--- config.mk ---
export PLATFORM = sky130hd
export DESIGN_NAME = vl_pipe_rx_buf
export DESIGN_NICKNAME = d
export VERILOG_FILES = /design/src/rtl/vl_pipe_rx_buf.sv
export SDC_FILE = /design/constraint.sdc
export NUM_CORES = 1
export LEC_CHECK = 0
export ABC_AREA = 1
export CORE_MARGIN = 3
export CORE_UTILIZATION = 59
export CTS_BUF_LIST = sky130_fd_sc_hd__clkbuf_4 sky130_fd_sc_hd__clkbuf_8
export CTS_CLUSTER_DIAMETER = 80
export DETAILED_ROUTE_END_ITERATION = 8
export PLACE_DENSITY_LB_ADDON = 0.08
export SLEW_MARGIN = 20
export SYNTH_ARGS = -nofsm -noshare
export SYNTH_HDL_FRONTEND = slang
export SYNTH_SLANG_ARGS = --single-unit
--- constraint.sdc ---
create_clock -name clk -period 4.4 [get_ports clk]
set_input_delay 0.66 -clock clk [delete_from_list [all_inputs] [get_ports clk]]
set_output_delay 0.66 -clock clk [all_outputs]
set_load 0.02 [all_outputs]
--- src/rtl/vl_pipe_rx_buf.sv ---
// ----------------------------------------------------------------------------
// vl_pipe_rx_buf
//
// Receive-end buffer for a fixed-latency data pipe that has no backpressure.
// Every valid beat that arrives at the far end of the pipe is captured into a
// BUF_DEPTH-entry FIFO. The FIFO is presented to a consumer over a valid/ready
// handshake. Each entry the consumer takes sends a one-cycle credit pulse back
// toward the transmitter. The transmitter starts with BUF_DEPTH credits, so the
// buffer cannot overflow in legal operation. The overflow flag is sticky and
// exists only to catch a misbehaving transmitter.
//
// Ports:
//   clk       rising-edge clock for all logic
//   reset_n   synchronous, active-low reset
//   clr       synchronous flush; empties the buffer without returning credits
//   in_vld    beat valid at the pipe output (always pushed, never stalled)
//   in_data   beat data
//   out_vld   buffer non-empty (registered)
//   out_data  head-of-FIFO data, show-ahead, combinational from storage
//   out_rdy   consumer takes the head when out_vld is high
//   crd_rtn   one-cycle credit pulse, one per popped entry, one cycle late
//   fill_lvl  current entry count, 0..BUF_DEPTH
//   ovf_err   sticky overflow flag, cleared by reset or clr
// ----------------------------------------------------------------------------
module vl_pipe_rx_buf #(
    parameter int PIPE_DW   = 8,
    parameter int BUF_DEPTH = 4,
    parameter int PTR_W     = 2
) (
    input  logic               clk,
    input  logic               reset_n,
    input  logic               clr,
    input  logic               in_vld,
    input  logic [PIPE_DW-1:0] in_data,
    output logic               out_vld,
    output logic [PIPE_DW-1:0] out_data,
    input  logic               out_rdy,
    output logic               crd_rtn,
    output logic [PTR_W:0]     fill_lvl,
    output logic               ovf_err
);

    localparam logic [PTR_W:0]   FULL_CNT = (PTR_W + 1)'(BUF_DEPTH);
    localparam logic [PTR_W:0]   CNT_ONE  = (PTR_W + 1)'(1);
    localparam logic [PTR_W-1:0] PTR_ONE  = PTR_W'(1);

    logic [PIPE_DW-1:0] mem [BUF_DEPTH];
    logic [PTR_W-1:0]   wr_ptr;
    logic [PTR_W-1:0]   rd_ptr;
    logic [PTR_W:0]     count;
    logic [PTR_W:0]     count_nxt;
    logic               vld_q;
    logic               crd_q;
    logic               ovf_q;
    logic               push;
    logic               pop;
    logic               push_ok;
    logic               drop;

    assign push = in_vld;
    assign pop  = vld_q & out_rdy;

    // A full buffer can still accept a beat when the head leaves in the same
    // cycle, because that pop frees the slot being written.
    assign push_ok = push & ((count != FULL_CNT) | pop);
    assign drop    = push & ~push_ok;

    // Occupancy after this cycle. A push and a pop together leave it unchanged.
    always_comb begin
        count_nxt = count;
        unique case ({push_ok, pop})
            2'b10:   count_nxt = count + CNT_ONE;
            2'b01:   count_nxt = count - CNT_ONE;
            default: count_nxt = count;
        endcase
    end

    // Control state. Reset and flush both return everything to empty. out_vld
    // is registered from the next count, so it is always equal to (count != 0)
    // and there is no same-cycle bypass from in_vld.
    always_ff @(posedge clk) begin
        if (!reset_n || clr) begin
            wr_ptr <= '0;
            rd_ptr <= '0;
            count  <= '0;
            vld_q  <= 1'b0;
            crd_q  <= 1'b0;
            ovf_q  <= 1'b0;
        end else begin
            if (push_ok) begin
                wr_ptr <= wr_ptr + PTR_ONE;
            end
            if (pop) begin
                rd_ptr <= rd_ptr + PTR_ONE;
            end
            count <= count_nxt;
            vld_q <= (count_nxt != '0);
            crd_q <= pop;
            if (drop) begin
                ovf_q <= 1'b1;
            end
        end
    end

    // Storage is not reset. A write is suppressed in reset and flush cycles so
    // that a beat arriving with clr is fully discarded.
    always_ff @(posedge clk) begin
        if (reset_n && !clr && push_ok) begin
            mem[wr_ptr] <= in_data;
        end
    end

    assign out_vld  = vld_q;
    assign out_data = mem[rd_ptr];
    assign crd_rtn  = crd_q;
    assign fill_lvl = count;
    assign ovf_err  = ovf_q;

endmodule

==> impl_metrics.tcl, run 1 <==
set metrics [dict create \
    p_clk_share_pct 27.6 \
    power.leakage_nw 0.7960 \
    initial_core_util_pct 63.47 \
    setup_ws_ns 1.587 \
    dp_hpwl_mm 2.336 \
    crit_path_max_fanout 17 \
    endpoint_kind "output port" \
    clk_pin_slew_ns 0.12 \
    syn_area_um2 1795 \
    drtAntennaViolNets 0 \
    cts_resized 0 \
    ys.flop_type "edfxtp_1" \
    fmax_ghz 0.3555 \
    cellInternalPower_w 0.0005621 \
    drt_iter0_drc 91 \
    finClkSkew_ns 0.003860 \
    postCtsSetupRepairBufs 0 \
    fin_crit_ns 2.813 \
    drive_above_1_share_pct 11.41 \
    ioPinCount 27 \
    synth_fp_nets 170 \
    grt_max_degree 18 \
    die_area_um2 3741 \
    worst_ep_arrival_time_ns 2.15 \
    clk_latency_ns 0.36 \
    holdBufCountCts 0 \
    cts_root_buffer "clkbuf_4" \
    post-place-ws_ns 1.853 \
    nNetsFinal 201 \
    die_x_um 61.17 \
    yosysMostFrequentCell "edfxtp_1" \
    pwr-share-seq_pct 62.5 \
    synthTopCellsByCount "edfxtp_1 (32), nor2_1 (22), inv_1 (18), o21ai_0 (13), dfxtp_1 (12)" \
    hp-class "reg -> reg" \
    worst_ep_required_time_ns 3.74 \
    overflow 0 \
    avgSynthCellArea_um2 11.81 \
    synth_edf_count 32 \
    power.density_nw_per_um2 341.5 \
    antenna_found_initial 0 \
    timing.setup.tns_ns 0 \
    num_antenna_cells 0 \
    status "finished clean" \
    path_delay_family "buffers and inverters" \
    clock_path_buffers 2 \
    grt_pass1_vias 1180 \
    peakVddDrop_mv 0.2161 \
    post-route-util_pct 75.81 \
    syn_inst 152 \
    p_sw_share_pct 23.25 \
    cp.depth 4 \
    synth.distinct_cells 20 \
    hold_depth 2 \
    crit_buf_inv 2 \
    drv.max_cap_violation_count 0 \
    slew_viol_final 0 \
    rsz0062_at_grt "no" \
    cpMaxStageDelayCell "dfxtp_1" \
    crit_chain "inv_2 -> o21ai_0 -> o22ai_1 -> clkdlybuf4s50_1" \
    wl_mm 3.156 \
    cts_max_level 2 \
    synth_top_area_share_pct 53.52 \
    cp-start-kind "flip-flop" \
    post-route-cell-area_um2 2145 \
    slowest_delay_ns 0.68 \
    grt_util_all_layers_pct 20.43 \
    synth_largest_area_cell "edfxtp_1" \
    numCtsBuffers 5 \
    period_share_pct 63.94 \
    ys_warn_count 0 \
    holdWs_ns 0.4656 \
    firstDrtPassIters 4 \
    core_area_um2 2829 \
    fp.dieH_um 61.17 \
    async_reset_ff_share_pct 0 \
    criticalPathCategory "reg -> out" \
    wl_per_cell_um 14.68 \
    setup_viol 0 \
    ys_seq_elements 44 \
    combPwrFrac_pct 9.9 \
    netlist_top_cells_area "edfxtp_1 (54%), dfxtp_1 (13%), nor2_1 (4.6%)" \
    route.vias.total 1162 \
    placement.io_buffers 26 \
    seq_area_frac_synth_pct 66.90 \
    num_rows 19 \
    dpl-instance-area_um2 2079 \
    rr_worst_depth 4 \
    vias_per_cell 5.405 \
    cts_tree "built" \
    grt_pass1_wl_mm 5.202 \
    place_congestion 0.7897 \
    tightest_slew_ns 0.7543 \
    clkSinkCount 44 \
    drc_errors 0 \
    syn_to_final_growth_pct 19.44 \
    hold_violations 0 \
    p_sw_w 0.0001703 \
    slew_headroom_pct 49.53 \
]
==> cells in the final DEF, fill, tap and decap left out <==
cell type	n
o21ai_0	13
inv_4	1
clkdlybuf4s50_1	26
nand3_2	6
clkinvlp_4	1
clkbuf_4	5
dfxtp_1	12
nor2_1	22
nand2_2	2
inv_1	18
nor2_2	2
nand3_1	5
nand4_1	2
xor2_1	1
fa_1	1
o22ai_1	8
nor2_8	1
ha_1	4
inv_2	2
a21oi_1	5
o21ai_1	6
nand2_1	8
edfxtp_1	32
clkbuf_8	1
==> worst paths after layout <==
path,start,to,slack [ns]
max,flip-flop,out_data[4],1.59
min,ovf_err,ovf_err,0.47
max reg2reg,out_vld,mem[3][6],2.69
min reg2reg,ovf_err,ovf_err,0.47
==> tightest hold or removal path, cell delays in order (launching register included) <==
cell and delay, ns:
dfxtp_1 0.33, inv_1 0.05, a21oi_1 0.05
==> final cells by class <==
type                       count  area [um2]
sequential                    44        1201
fill                         209       684.4
multi-input combinational     86       504.2
timing repair buffer          26       260.3
inverter                      20       75.07
clock buffer                   6       51.30
tap                           31       38.79
clock inverter                 2       13.76
==> layer usage <==
layer | vias up | track usage [%] | part of all wire (%)
li1 | 589 | - | -
met1 | 525 | 22.80 | 42
met2 | 38 | 33.99 | 50
met3 | 10 | 4.612 | 4.7
met4 | 0 | 15.17 | 3.4
met5 | - | 0 | 0
==> cells by family after synthesis <==
kind of cell               count (synthesis)  synth area share, %
AOI/OAI and AO/OA                         32                9.477
DFF                                       44                66.90
and+or+nand+nor                           48                14.22
adders and majority gates                  5                3.903
xor gates and xnor gates                   1               0.4879
buffers and inverters                     22                5.017
==> stage by stage <==
step,total power (W),cells
after floorplan,0.0005047,152
after global placement,0.0005379,207
after detailed placement,0.0005398,207
after CTS,0.0007408,215
after global routing,0.0007673,215
final,0.0007324,215
==> flip-flops by register name, summed over array words and instances, names as in the netlist, named ones only <==
register and flops:
mem 32, rd_ptr 2, fill_lvl 3, wr_ptr 2, ovf_err 1, crd_rtn 1, out_vld 1
==> power groups by stage <==
stage	Sequential [W]	Combinational [W]	Clock [W]
after floorplan	0.000469	0.0000357	0
after global placement	0.000467	0.0000711	0
after detailed placement	0.000467	0.0000727	0
after CTS	0.000458	0.0000732	0.000210
after global routing	0.000459	0.0000796	0.000229
final	0.000458	0.0000724	0.000202
Note: power is estimated with default switching activity, not from simulation.
==> run 2: changes to the inputs <==
- CORE_UTILIZATION: 59 -> 50
- clock period: 4.4 -> 2.35 ns (I/O delays scaled with it)
==> impl_metrics.tcl, run 2 (synthesis gave the netlist of run 1 again) <==
set metrics [dict create \
    layout.area.seq_um2 1202 \
    tightest_slew_ns 0.3177 \
    largest_register_ffs 32 \
    nNetsFinal 207 \
    wl_per_cell_um 14.13 \
    num_rows 21 \
    clock_path_buffers 2 \
    cp-start-kind "flip-flop" \
    slew_viol_final 0 \
    peakVddDrop_mv 0.3923 \
    fp.dieH_um 65.93 \
    place_congestion 0.7392 \
    drive_above_1_share_pct 15.26 \
    grt_pass1_wl_mm 5.340 \
    combPwrFrac_pct 9.7 \
    num_antenna_cells 0 \
    core_area_um2 3390 \
    multi_input_comb_area_um2 504.2 \
    endpoint_kind "output port" \
    cts_max_level 2 \
    initial_core_util_pct 52.97 \
    worst_ep_arrival_time_ns 1.84 \
    worst_ep_required_time_ns 2.00 \
    crit_path_max_fanout 16 \
    finClkSkew_ns 0.008470 \
    mostFrequentLayoutCell "edfxtp_1" \
    drv.max_cap_violation_count 0 \
    cp.depth 4 \
    cpMaxStageDelayCell "clkdlybuf4s50_1" \
    drtAntennaViolNets 0 \
    rr_startpoint "out_vld" \
    numCtsBuffers 5 \
    dp_hpwl_mm 2.343 \
    route.vias.total 1219 \
    regMostFlops "mem" \
    syn_to_final_growth_pct 23.90 \
    grt_max_degree 17 \
    status "finished clean" \
    clk_latency_ns 0.34 \
    wl_mm 3.334 \
    rr_worst_depth 9 \
    firstDrtPassIters 4 \
    crit_chain "inv_2 -> o21ai_0 -> o22ai_1 -> clkdlybuf4s50_1" \
    cts_root_buffer "clkbuf_4" \
    die_x_um 65.93 \
    p_clk_share_pct 31.5 \
    hold_violations 0 \
    slew_headroom_pct 78.79 \
    power.density_nw_per_um2 655.0 \
    r2r-end "out_vld" \
    fmax_ghz 0.4568 \
    drt_iter0_drc 69 \
    grt_pass1_vias 1206 \
    fin_crit_ns 2.189 \
    fillCellCount 255 \
    post-route-util_pct 65.63 \
    overflow 0 \
    antenna_found_initial 0 \
    crit_buf_inv 2 \
    hp-class "reg -> reg" \
    vias_per_cell 5.165 \
    postCtsSetupRepairBufs 0 \
    pwr-share-seq_pct 58.7 \
    drc_errors 0 \
    p_sw_share_pct 21.53 \
    setup_viol 0 \
    slowest_delay_ns 0.65 \
    rsz0062_at_grt "no" \
    power.leakage_nw 0.8402 \
    ioPinCount 27 \
    cts_tree "built" \
    cellInternalPower_w 0.001143 \
    grt_util_all_layers_pct 16.80 \
    criticalPathCategory "reg -> out" \
    reg2reg_slack_ns 0.67 \
    timing.setup.tns_ns 0 \
    path_delay_family "buffers and inverters" \
    worstSetupEndpoint "out_data[7]" \
    die_area_um2 4346 \
    clk_pin_slew_ns 0.11 \
    mostFrequentLayoutCells "edfxtp_1 (32), clkdlybuf4s50_1 (26), nor2_1 (22), inv_1 (17), o21ai_0 (13)" \
    clkSinkCount 44 \
    placement.io_buffers 26 \
    period_share_pct 93.16 \
    p_sw_w 0.0003138 \
]
==> run 2: changes by cell type in the layout (fill, tap and decap cells not counted), sizes merged <==
cell and change:
bufinv +1, buf +6, inv -1, clkinv +1, clkinvlp -1
==> run 2: worst min-delay path, cell delays in order, from the launching register on <==
cell and delay, ns:
dfxtp_1 0.33, inv_1 0.05, a21oi_1 0.05
==> run 2: metrics by stage <==
| step | std cells | total power, W | hold slack (ns) | area (um2) | worst slack (ns) |
|---|---|---|---|---|---|
| after floorplan | 152 | 0.0009449 | 0.4435 | 1795 | 0.7625 |
| after detailed placement | 228 | 0.001015 | 0.4488 | 2143 | 0.2687 |
| after global routing | 236 | 0.001524 | 0.5108 | 2225 | 0.03401 |
| after CTS | 236 | 0.001473 | 0.4665 | 2223 | 0.04455 |
| after global placement | 228 | 0.001009 | 0.4460 | 2143 | 0.3741 |
| final | 236 | 0.001457 | 0.4639 | 2225 | 0.1608 |
==> run 2: how the worst min path moves through the flow <==
stage | startpoint | slack (ns) | cells after the start | to
after floorplan | rd_ptr[0] | 0.44 | 1 | flip-flop
after global placement | ovf_err | 0.45 | 2 | ovf_err
after detailed placement | ovf_err | 0.45 | 2 | ovf_err
after CTS | ovf_err | 0.47 | 2 | ovf_err
after global routing | ovf_err | 0.51 | 2 | ovf_err
final | ovf_err | 0.46 | 2 | ovf_err
==> run 2: power by group through the flow <==
stage / combinational (W) / sequential [W] / clock [W]
after floorplan: 0.0000669 / 0.000878 / 0
after global placement: 0.000136 / 0.000873 / 0
after detailed placement: 0.000141 / 0.000873 / 0
after CTS: 0.000142 / 0.000856 / 0.000475
after global routing: 0.000154 / 0.000858 / 0.000513
final: 0.000142 / 0.000856 / 0.000460
==> run 2: area by class of cell <==
type                            count  area share [%]
Clock buffer                        6           2.025
Clock inverter                      2           1.575
Inverter                           20           3.375
Multi-Input combinational cell     86           22.67
Sequential cell                    44           54.05
Tap cell                           46           2.587
Timing Repair Buffer               32           13.72
==> run 2: repair_timing <==
action	CTS	global route
hold buffers	0	0
resized for setup	0	2
endpoints found under the setup margin	0	7
==> run 2: metal layers <==
layer  track usage [%]  vias to the layer above  part of all wire [%]
li1                  -                      601                     -
met1             18.81                      585                    43
met2             29.41                       25                    51
met3             4.932                        8                   3.7
met4             7.254                        0                   2.0
met5                 0                        -                     0
==> run 3: changes to the inputs <==
- CORE_UTILIZATION: 50 -> 35
==> impl_metrics.tcl, run 3 (synthesis gave the netlist of run 1 again) <==
set metrics [dict create \
    status "finished clean" \
    num_antenna_cells 0 \
    peakVddDrop_mv 0.2704 \
    fmax_ghz 0.4684 \
    slew_viol_final 0 \
    num_rows 25 \
    slowest_delay_ns 0.63 \
    mostFrequentLayoutCells "edfxtp_1 (32), clkdlybuf4s50_1 (26), nor2_1 (22), inv_1 (17), o21ai_0 (13)" \
    nNetsFinal 208 \
    power.density_nw_per_um2 689.8 \
    drt_iter0_drc 76 \
    post-route-util_pct 47.28 \
    path_delay_family "buffers and inverters" \
    grt_max_degree 17 \
    hp-class "reg -> reg" \
    cp-start-kind "flip-flop" \
    dpl-instance-area_um2 2177 \
    fin_crit_ns 2.135 \
    criticalPathCategory "reg -> out" \
    mostFrequentLayoutCell "edfxtp_1" \
    cts_tree "built" \
    cts_max_level 2 \
    fillCellCount 460 \
    slew_headroom_pct 80.73 \
    finClkSkew_ns 0.004447 \
    drive_above_1_share_pct 15.18 \
    crit_path_max_fanout 9 \
    route.vias.total 1199 \
    regMostFlops "mem" \
    drc_errors 0 \
    drtAntennaViolNets 0 \
    power.leakage_nw 0.8537 \
    crit_chain "o21ai_0 -> o22ai_1 -> clkdlybuf4s50_1" \
    clock_path_buffers 2 \
    placement.io_buffers 26 \
    largest_register_ffs 32 \
    period_share_pct 90.85 \
    clk_latency_ns 0.30 \
    wl_per_cell_um 13.88 \
    firstDrtPassIters 4 \
    worst_ep_arrival_time_ns 1.78 \
    rsz0062_at_grt "no" \
    clk_pin_slew_ns 0.09 \
    die_x_um 77.63 \
    antenna_found_initial 0 \
    dp_hpwl_mm 2.529 \
    cts_root_buffer "clkbuf_8" \
    place_congestion 0.7753 \
    endpoint_kind "output port" \
    clkSinkCount 44 \
    grt_util_all_layers_pct 13.00 \
    numCtsBuffers 5 \
    overflow 0 \
    cpMaxStageDelayCell "clkdlybuf4s50_1" \
    syn_to_final_growth_pct 27.67 \
    fp.dieH_um 77.63 \
    die_area_um2 6026 \
    setup_viol 0 \
    worst_ep_required_time_ns 2.00 \
    postCtsSetupRepairBufs 0 \
    post-route-cell-area_um2 2292 \
    core_area_um2 4848 \
    drv.max_cap_violation_count 0 \
    grt_pass1_vias 1255 \
    ioPinCount 27 \
    grt_pass1_wl_mm 6.037 \
    vias_per_cell 4.647 \
    timing.setup.tns_ns 0 \
    hold_violations 0 \
    wl_mm 3.580 \
    tightest_slew_ns 0.2887 \
    initial_core_util_pct 37.03 \
    crit_buf_inv 1 \
]
[run 3: cell count changes in the layout (fill, tap and decap cells not counted), sizes merged]
cell | previous run | this run
buf | 6 | 7
clkbuf | 6 | 5
clkinv | 1 | 0
clkinvlp | 0 | 1
inv | 20 | 21
[run 3: cell type report]
cell class | instances | area [um2] | area share [%]
well taps | 67 | 83.83 | 3.657
multi-input cells | 86 | 504.2 | 22.00
clock buffers | 5 | 68.82 | 3.002
flip-flops and latches | 44 | 1201 | 52.40
inverters | 20 | 75.07 | 3.275
repair buffers | 33 | 312.8 | 13.65
clock inverters | 3 | 46.29 | 2.020
[run 3: metal layers]
| layer | vias to the layer above | wire length [um] | track usage [%] |
|---|---|---|---|
| li1 | 601 | - | - |
| met1 | 570 | 1587 | 15.87 |
| met2 | 22 | 1792 | 21.23 |
| met3 | 6 | 143 | 4.060 |
| met4 | 0 | 56 | 5.338 |
| met5 | - | 0 | 0 |
[run 3: worst paths after layout]
check        slack (ns)           to      start  cells past startpoint
max                0.22  out_data[3]  flip-flop                      3
min                0.46      ovf_err    ovf_err                      2
max reg2reg        0.77      out_vld    out_vld                      9
min reg2reg        0.46      ovf_err    ovf_err                      2
[run 3: timing repair]
item	4_1_cts	5_1_grt
hold buffers	0	0
resized for setup	0	1
endpoints found under the setup margin	0	1
[run 3: tightest hold or removal path, cell delays in order, from the launching register on]
cell	delay, ns
dfxtp_1	0.32
inv_1	0.05
a21oi_1	0.05
[run 3: metrics by stage]
stage / std cells / hold WS [ns] / total power, W / setup WS [ns]
after global routing: 258 / 0.5082 / 0.001661 / 0.06944
after floorplan: 152 / 0.4435 / 0.0009449 / 0.7625
final: 258 / 0.4603 / 0.001581 / 0.2151
after CTS: 258 / 0.4656 / 0.001610 / 0.09551
after detailed placement: 250 / 0.4533 / 0.001017 / 0.3065
after global placement: 250 / 0.4424 / 0.001013 / 0.3599
[run 3: report_power, final]
group / internal, W / switching, W
Clock: 0.000320 / 0.000264
Sequential: 0.000846 / 0.00000866
Combinational: 0.0000639 / 0.0000791
